--- config.mk ---
export PLATFORM = sky130hd
export DESIGN_NAME = seq_symbol_serializer
export DESIGN_NICKNAME = d
export VERILOG_FILES = /design/src/rtl/seq_symbol_serializer.sv
export SDC_FILE = /design/constraint.sdc
export NUM_CORES = 1
export LEC_CHECK = 0
export CAP_MARGIN = 20
export CORE_ASPECT_RATIO = 1.5
export CORE_UTILIZATION = 46
export DETAILED_ROUTE_END_ITERATION = 7
export DONT_BUFFER_PORTS = 1
export GPL_ROUTABILITY_DRIVEN = 0
export GPL_TIMING_DRIVEN = 0
export PLACE_DENSITY = 0.61
export SLEW_MARGIN = 30
export SYNTH_ARGS = -nofsm -noshare
export SYNTH_HDL_FRONTEND = slang
export SYNTH_SLANG_ARGS = --single-unit
--- constraint.sdc ---
create_clock -name clk -period 2.9 [get_ports clk]
set_input_delay 0.145 -clock clk [delete_from_list [all_inputs] [get_ports clk]]
set_output_delay 0.145 -clock clk [all_outputs]
set_load 0.01 [all_outputs]
--- src/rtl/seq_symbol_serializer.sv ---
// -----------------------------------------------------------------------------
// seq_symbol_serializer
//
// Turns parallel words into a stream of 2-bit symbols, one per clock, for the
// seq input of the 2-bit sequence-detector FSM. A one-word holding register
// sits behind a valid/ready handshake, so consecutive words stream with no
// idle gap between them. While pause is high the stream is frozen. Cycles with
// no word symbol drive IDLE_SYM.
//
// Parameters:
//   WORD_W    input word width; must be even and >= 4 (SYMS = WORD_W/2)
//   IDLE_SYM  symbol driven on seq_out when no word is being shifted
//
// Ports:
//   clk        system clock, rising edge
//   rst        asynchronous, active-high reset
//   din        parallel word to serialise
//   din_valid  din is presented
//   din_ready  holding register empty (a word is accepted on valid & ready)
//   pause      freezes the shifter and all registered outputs while high
//   seq_out    current symbol to the detector
//   seq_valid  seq_out carries a word symbol
//   done       high while the last symbol of a word is on seq_out
//   busy       shifter loaded or holding register full
//
// Build option:
//   SEQ_SERIAL_LSB_FIRST_EN  when defined, symbols leave LSB-first
//                            (symbol 0 = din[1:0]); otherwise MSB-first.
//                            Timing, handshake and done are the same either way.
// -----------------------------------------------------------------------------
module seq_symbol_serializer #(
  parameter int unsigned WORD_W   = 8,
  parameter logic [1:0]  IDLE_SYM = 2'b00
) (
  input  logic              clk,
  input  logic              rst,
  input  logic [WORD_W-1:0] din,
  input  logic              din_valid,
  output logic              din_ready,
  input  logic              pause,
  output logic [1:0]        seq_out,
  output logic              seq_valid,
  output logic              done,
  output logic              busy
);

  localparam int unsigned     SYMS     = WORD_W / 2;
  localparam int unsigned     CNT_W    = (SYMS > 1) ? $clog2(SYMS) : 1;
  localparam logic [CNT_W-1:0] CNT_LOAD = CNT_W'(SYMS - 1);
  localparam logic [CNT_W-1:0] CNT_ONE  = CNT_W'(1);

  localparam logic [0:0] ST_IDLE  = 1'b0;
  localparam logic [0:0] ST_SHIFT = 1'b1;

  // Symbol at the head of a (partially shifted) word, and the word with that
  // symbol removed. The shifter always presents its head symbol next.
  function automatic logic [1:0] head_sym(input logic [WORD_W-1:0] w);
`ifdef SEQ_SERIAL_LSB_FIRST_EN
    return w[1:0];
`else
    return w[WORD_W-1:WORD_W-2];
`endif
  endfunction

  function automatic logic [WORD_W-1:0] drop_head(input logic [WORD_W-1:0] w);
`ifdef SEQ_SERIAL_LSB_FIRST_EN
    return w >> 2;
`else
    return w << 2;
`endif
  endfunction

  logic [0:0]        state,     state_d;
  logic [WORD_W-1:0] hold,      hold_d;
  logic              hold_full, hold_full_d;
  logic [WORD_W-1:0] shreg,     shreg_d;
  logic [CNT_W-1:0]  sym_cnt,   sym_cnt_d;
  logic [1:0]        seq_out_d;
  logic              seq_valid_d, done_d, busy_d;
  logic              accept, load;

  assign din_ready = ~hold_full;

  always_comb begin
    // NOTE: every variable gets its hold value first, so no path through the
    // block leaves one unassigned and no latch is inferred.
    state_d     = state;
    hold_d      = hold;
    hold_full_d = hold_full;
    shreg_d     = shreg;
    sym_cnt_d   = sym_cnt;
    seq_out_d   = seq_out;
    seq_valid_d = seq_valid;
    done_d      = done;
    load        = 1'b0;

    // Accept needs an empty hold and a transfer needs a full one, so the two
    // never coincide on the same edge.
    accept = din_valid & ~hold_full;

    if (!pause) begin
      if (state == ST_IDLE) begin
        load = hold_full;
      end else if (sym_cnt != '0) begin
        seq_out_d = head_sym(shreg);
        shreg_d   = drop_head(shreg);
        sym_cnt_d = sym_cnt - CNT_ONE;
        done_d    = (sym_cnt == CNT_ONE);
      end else if (hold_full) begin
        load = 1'b1;                      // chain the next word, no gap
      end else begin
        state_d     = ST_IDLE;
        seq_out_d   = IDLE_SYM;
        seq_valid_d = 1'b0;
        done_d      = 1'b0;
      end
    end

    if (load) begin
      state_d     = ST_SHIFT;
      seq_out_d   = head_sym(hold);
      shreg_d     = drop_head(hold);
      sym_cnt_d   = CNT_LOAD;
      seq_valid_d = 1'b1;
      done_d      = 1'b0;                 // SYMS >= 2, symbol 0 is never last
      hold_full_d = 1'b0;
    end

    if (accept) begin
      hold_d      = din;
      hold_full_d = 1'b1;
    end

    busy_d = (state_d == ST_SHIFT) | hold_full_d;
  end

  // NOTE: state registers use non-blocking assignments so every flop samples
  // the pre-edge values computed above, independent of statement order.
  always_ff @(posedge clk or posedge rst) begin
    if (rst) begin
      state     <= ST_IDLE;
      hold_full <= 1'b0;
      // NOTE: the data registers are reset as well; they are only a few flops
      // and it keeps stale words from ever being observable after reset.
      hold      <= '0;
      shreg     <= '0;
      sym_cnt   <= '0;
      seq_out   <= IDLE_SYM;
      seq_valid <= 1'b0;
      done      <= 1'b0;
      busy      <= 1'b0;
    end else begin
      state     <= state_d;
      hold_full <= hold_full_d;
      hold      <= hold_d;
      shreg     <= shreg_d;
      sym_cnt   <= sym_cnt_d;
      seq_out   <= seq_out_d;
      seq_valid <= seq_valid_d;
      done      <= done_d;
      busy      <= busy_d;
    end
  end

endmodule

==> results of run 1 <==
-- cell type report --
cell class              instances  share of cell area
clock inverters                 1             0.00412
flip-flops and latches         23               0.474
plain buffers                   5              0.0227
well taps                      22              0.0227
repair buffers                 10              0.0825
multi-input cells              56               0.357
inverters                       6              0.0186
clock buffers                   3              0.0186
-- report_power, final --
part	switching, mW	internal (mW)
registers	0.0980	0.455
logic	0.215	0.208
clock network	0.102	0.0516
-- critical path, cell delays in order (launching register included) --
cell and delay, ps:
dfrtp_1 430, inv_1 70, ha_1 170, buf_4 170, and2b_2 260, a21oi_1 150, a31oi_1 90
-- worst min path at each step --
stage	slack, ps	cells after the start	endpoint	from
after global placement	240	1	hold[0]	rst
after detailed placement	250	1	hold[0]	rst
after floorplan	150	1	busy	rst
final	50	2	sym_cnt[1]	pause
after CTS	50	2	sym_cnt[1]	pause
after global routing	50	2	sym_cnt[1]	pause
-- state kept, by name, summed over array words and instances, names as in the netlist --
register and flops:
busy 1, seq_valid 1, seq_out 2, shreg 6, sym_cnt 2, state 1, done 1, hold 8
hold_full 1
-- cell families after synthesis --
logic type | after synthesis
muxes | 8
DFF | 23
adders and majority gates | 2
AOI/OAI and AO/OA | 24
and+or+nand+nor | 22
buffers and inverters | 11
-- per-layer routing --
metal / wire (µm) / vias to the layer above
li1: - / 347
met1: 908 / 368
met2: 1010 / 16
met3: 60 / 2
met4: 17 / 0
met5: 0 / -
-- synthesized netlist by cell type (all sizes together) --
cell | instances | area [µm²]
a22o | 2 | 17.5
nand4b | 1 | 8.76
buf | 5 | 27.5
and3b | 4 | 35.0
inv | 6 | 22.5
nand2b | 3 | 26.3
and2b | 1 | 8.76
nand3 | 2 | 10.0
nor2b | 1 | 6.26
a22oi | 2 | 15.0
a21oi | 1 | 5.00
o21ai | 3 | 15.0
o2bb2ai | 4 | 35.0
nor2 | 6 | 30.0
o21bai | 2 | 15.0
o21ba | 1 | 10.0
o22ai | 1 | 6.26
mux2 | 8 | 90.1
a31oi | 7 | 43.8
ha | 2 | 25.0
a21o | 1 | 15.0
nand2 | 4 | 15.0
dfrtp | 23 | 576
-- what timing repair did --
action	in CTS	in global routing
setup buffers	0	0
endpoints found under the hold margin	33	0
hold buffers	10	0
==> run metrics, run 1 <==
Final nets ~120; WS Path Type flip-flop to flip-flop; CTS max path bufs 2; share of layout cells above drive strength 1 0.212; Finished Cell Area between 0.001 and 0.0015 mm²; Worst EP required roughly 3100 ps; Synth warnings 0; DIE AREA 0.00250 mm²; Final Power 1.13 mW; first-pass GRT wire length 3320 µm; row count 20; global-route met2 utilization 0.333; Final WS setup 1460 ps; multiplexer share of the synthesized area 0.0851; Final Util 0.577; total CTS buffers 3; Non-Filler Instances 126; Synth cell types 26; Clock Latency Late Sink 320 ps; fraction of the mapped netlist area in adder cells 0.0236; Initial Util 0.504; RR Endpoint seq_out[1]; DP Area 0.00109 mm²; outcome finished, final reports clean; via count 733; Hold Vio Cnt, Final 0; CTS clock-pin slew for the worst setup and hold paths 130 ps; Chip Width approximately 41 µm; crit path max fanout 10; Worst Skew 8.84 ps; Cells after Synth 90; commonest non-fill, non-tap cell in the layout dfrtp_1; HPWL Detailed 1310 µm; WL/cell 15.8 µm; CTS HTree Levels 1; gr usage total 0.201; post-layout min period roughly 1400 ps; synthesized cell area 0.00106 mm²; drt pass-1 iters 4; floorplan die height around 61 µm; Setup crit start kind flip-flop; FF+latch area 576 µm²; RSZ-0062 raised after global routing no; Final setup viols 0; Ant. Diodes 0; CP startpoint sym_cnt[0]; FF+latch count, synth 23; Vias/cell 5.82; busiest grt layer met2; main combinational cell family by area after synthesis compound AO/OA/AOI/OAI gates; Net Count, Synth 104; Compound-Gate Fraction of Synth Area 0.168; worst min path class primary input to flip-flop; PostCTS Resize Cnt 0; number of I/O pins 18; CP Capture Point seq_out[1]; Avg Cell Area, Syn 11.8 µm²; Clock Tree Root clkbuf_4; sum of negative setup slack 0 ps; DRC Markers 0; pin count of the biggest net entering global routing 24; most frequent cells in the layout 23 x dfrtp_1, 10 x dlygate4sd3_1, 8 x mux2_2; I/O Buffers 0; Syn-to-layout area delta 14.7%; Setup WS pre-CTS 1470 ps; initial antenna violation count 0; vias in the first global route 748; Routed Antenna Nets 0; met1 usage 0.249; Simple-Gate Fraction of Synth Area 0.132; XOR/XNOR Fraction of Synth Area 0; # clock sinks 23; GRT met3 Usage 0.0256; achievable frequency 697 MHz; headroom to the max-slew limit 0.457; CTS tree yes; R2R cell count 6; worst hold margin 47.2 ps; global route total overflow 0; multi-input logic area 433 µm²; post-synthesis sequential area ratio 0.544; dpl cells 112; Slew @ Worst Pin 810 ps; Layout fillers 190; Core Area between 0.002 and 0.0025 mm²; Initial DRC Count 10; Total Routed Length 2000 µm; max-slew violation count 0; Leak 0.547 nW; crit path capture type flip-flop; FF-to-FF Start sym_cnt[0]; MaxCap Viol Count 0; worst endpoint data arrival time 1640 ps; fin crit share 0.495; pwr dens 930 mW/mm²; flop2flop setup slack 1460 ps; VDD IR max 0.527 mV
Note: power is estimated with default switching activity, not from simulation.
==> run 2: changes to the inputs <==
- clock period: 2.9 -> 1.4 ns (I/O delays scaled with it)
==> run 2 against run 1 <==
Via count increased by 2.9%. Fmax increased by 6.2%. Clock power increased by 110%. Critical path type unchanged. First-iteration DRC count increased by 40%. Largest cell class unchanged. Clock skew decreased by 4.1 ps. Flip-flop and latch count unchanged. Highest routed layer unchanged.
==> run metrics, run 2 (synthesis gave the netlist of run 1 again) <==
Final Power 2.45 mW (+120%); CTS max path bufs 2 (unchanged); total CTS buffers 3 (unchanged); outcome finished, final reports clean; WS Path Type flip-flop to flip-flop; Final Util 0.601 (+0.0232); DRC Markers 0 (unchanged); Final setup viols 0 (unchanged); Clock Tree Root clkbuf_4; Top Registers hold (8), shreg (6); Clock power frac 0.132 (-0.004); drt pass-1 iters 4 (unchanged); pin count of the biggest net entering global routing 24 (unchanged); max reg flops 8 (unchanged); number of I/O pins 18 (unchanged); Hold Vio Cnt, Final 0 (unchanged); Layout fillers 185 (-2.6%); Initial Util 0.504 (unchanged); Initial DRC Count 14 (+4); combinational share of power 0.402 (+0.028); initial antenna violation count 0 (unchanged); vias in the first global route 750 (+0.27%); sw frac 0.370 (+0.00238); HPWL Detailed 1310 µm (unchanged); Flop pwr share 0.466 (-0.024); internal power 1.55 mW (+120%); most frequent cells in the layout 23 x dfrtp_1, 11 x dlygate4sd3_1, 8 x mux2_2; global route total overflow 0 (unchanged); MaxCap Viol Count 0 (unchanged); CTS tree yes; Ant. Diodes 0 (unchanged); max-slew violation count 0 (unchanged); commonest non-fill, non-tap cell in the layout dfrtp_1; Routed Antenna Nets 0 (unchanged); Worst EP required 1630 ps (-1480 ps); Chip Width 41.2 µm (unchanged); worst min path class primary input to flip-flop; Worst Skew 4.79 ps (-4.05 ps); via count 754 (+2.9%); fin crit share 0.966 (+0.471); Total Routed Length 2060 µm (+3.2%); Psw 906 µW (+120%); floorplan die height 60.8 µm (unchanged); crit path max fanout 8 (-2); RSZ-0062 raised after global routing no; Slew @ Worst Pin 803 ps (-6.79 ps); largest register by flop count hold; gr usage total 0.202 (+0.000720); share of layout cells above drive strength 1 0.262 (+0.0501); Leak 0.561 nW (+2.5%); Final nets 122 (+2.5%); pwr dens 1940 mW/mm² (+110%); headroom to the max-slew limit 0.461 (+0.00456); Setup crit start kind flip-flop; I/O Buffers 0 (unchanged); CTS clock-pin slew for the worst setup and hold paths 140 ps (about the same); VDD IR max 1.15 mV (+120%); post-layout min period 1350 ps (-83.2 ps); row count 20 (unchanged); WL/cell 16.0 µm (+0.80%); # clock sinks 23 (unchanged); worst hold margin 19.3 ps (-27.9 ps); Vias/cell 5.84 (+0.47%); Core Area 0.00210 mm² (unchanged); DIE AREA 0.00250 mm² (unchanged); max incr delay on CP 370 ps (-60 ps); first-pass GRT wire length 3330 µm (+0.42%); achievable frequency 739 MHz (+6.2%); crit path capture type flip-flop; slowest cell on the critical path dfrtp_1; worst endpoint data arrival time 1580 ps (-60 ps); CTS HTree Levels 1 (unchanged); Clock Latency Late Sink 320 ps (about the same); Syn-to-layout area delta 19.3%; crit-path cells inv_1 -> ha_4 -> nand2b_4 -> a21o_4 -> a22o_1
-- run 2: cell count changes in the layout (fill, tap and decap cells not counted) --
cell           delta
inv_1             -1
ha_1              -1
buf_6             +1
ha_4              +1
buf_2             +1
inv_2             +1
dlygate4sd3_1     +1
a31oi_1           -1
a31oi_2           +1
a21oi_2           +1
a21oi_1           -1
-- run 2: power groups by stage --
stage               clock network (mW)  logic (mW)  registers [mW]
floorplan                            0       0.714            1.11
global placement                     0       0.829            1.16
detailed placement                   0       0.855            1.16
CTS                              0.314       0.928            1.14
global route                     0.339        1.09            1.19
finish                           0.324       0.985            1.14
-- run 2: critical path: cells and delay by family (launching register included) --
kind	cells	cell delay (ps)
buffers and inverters	1	70
flip-flops	1	370
AND/OR/NAND/NOR	1	170
AO/OA/AOI/OAI	2	480
adder cells (fa/ha/maj)	1	170
-- run 2: metrics by stage --
step / cells / cell area (µm²) / TNS (ps) / setup WS [ps]
after detailed placement: 112 / 1090 / -84.5 / -32.0
final: 129 / 1260 / 0 / 47.6
after global placement: 112 / 1090 / 0 / 3.06
after floorplan: 90 / 1060 / 0 / 77.7
after CTS: 128 / 1240 / 0 / 22.0
after global routing: 129 / 1260 / 0 / 4.54
-- run 2: routing by layer --
| layer | share of wire | global-route usage | vias up | wire length, µm |
|---|---|---|---|---|
| met5 | 0 | 0 | - | 0 |
| met1 | 0.45 | 0.261 | 376 | 926 |
| met3 | 0.034 | 0.0220 | 5 | 71 |
| met2 | 0.50 | 0.326 | 22 | 1020 |
| met4 | 0.019 | 0.0968 | 0 | 39 |
| li1 | - | - | 351 | - |
-- run 2: final timing paths --
check / slack [ps] / depth (start not counted) / start / to
worst max-delay path: 50 / 5 / sym_cnt[0] / shreg[2]
min in group asynchronous: 230 / 2 / rst / hold[0]
worst min-delay path: 20 / 3 / pause / busy
worst max register to register: 50 / 5 / sym_cnt[0] / shreg[2]
max in group asynchronous: 790 / 2 / rst / done
worst min register to register: 500 / 1 / shreg[5] / shreg[5]
-- run 2: cell type report --
| type | instances | area, µm² | share of cell area |
|---|---|---|---|
| Tap cell | 22 | 27.5 | 0.0218 |
| Buffer | 5 | 31.3 | 0.0248 |
| Inverter | 6 | 22.5 | 0.0178 |
| Sequential cell | 23 | 576 | 0.456 |
| Clock buffer | 3 | 22.5 | 0.0178 |
| Timing Repair Buffer | 13 | 123 | 0.0971 |
| Clock inverter | 1 | 5.00 | 0.00396 |
| Multi-Input combinational cell | 56 | 455 | 0.361 |
-- run 2: what timing repair did --
item	in CTS	in global routing
endpoints found under the setup margin	4	4
buffers inserted	1	0
pin swaps	1	1
gates cloned	0	1
hold buffers	11	0
gates resized for setup	3	3
endpoints found under the hold margin	35	0
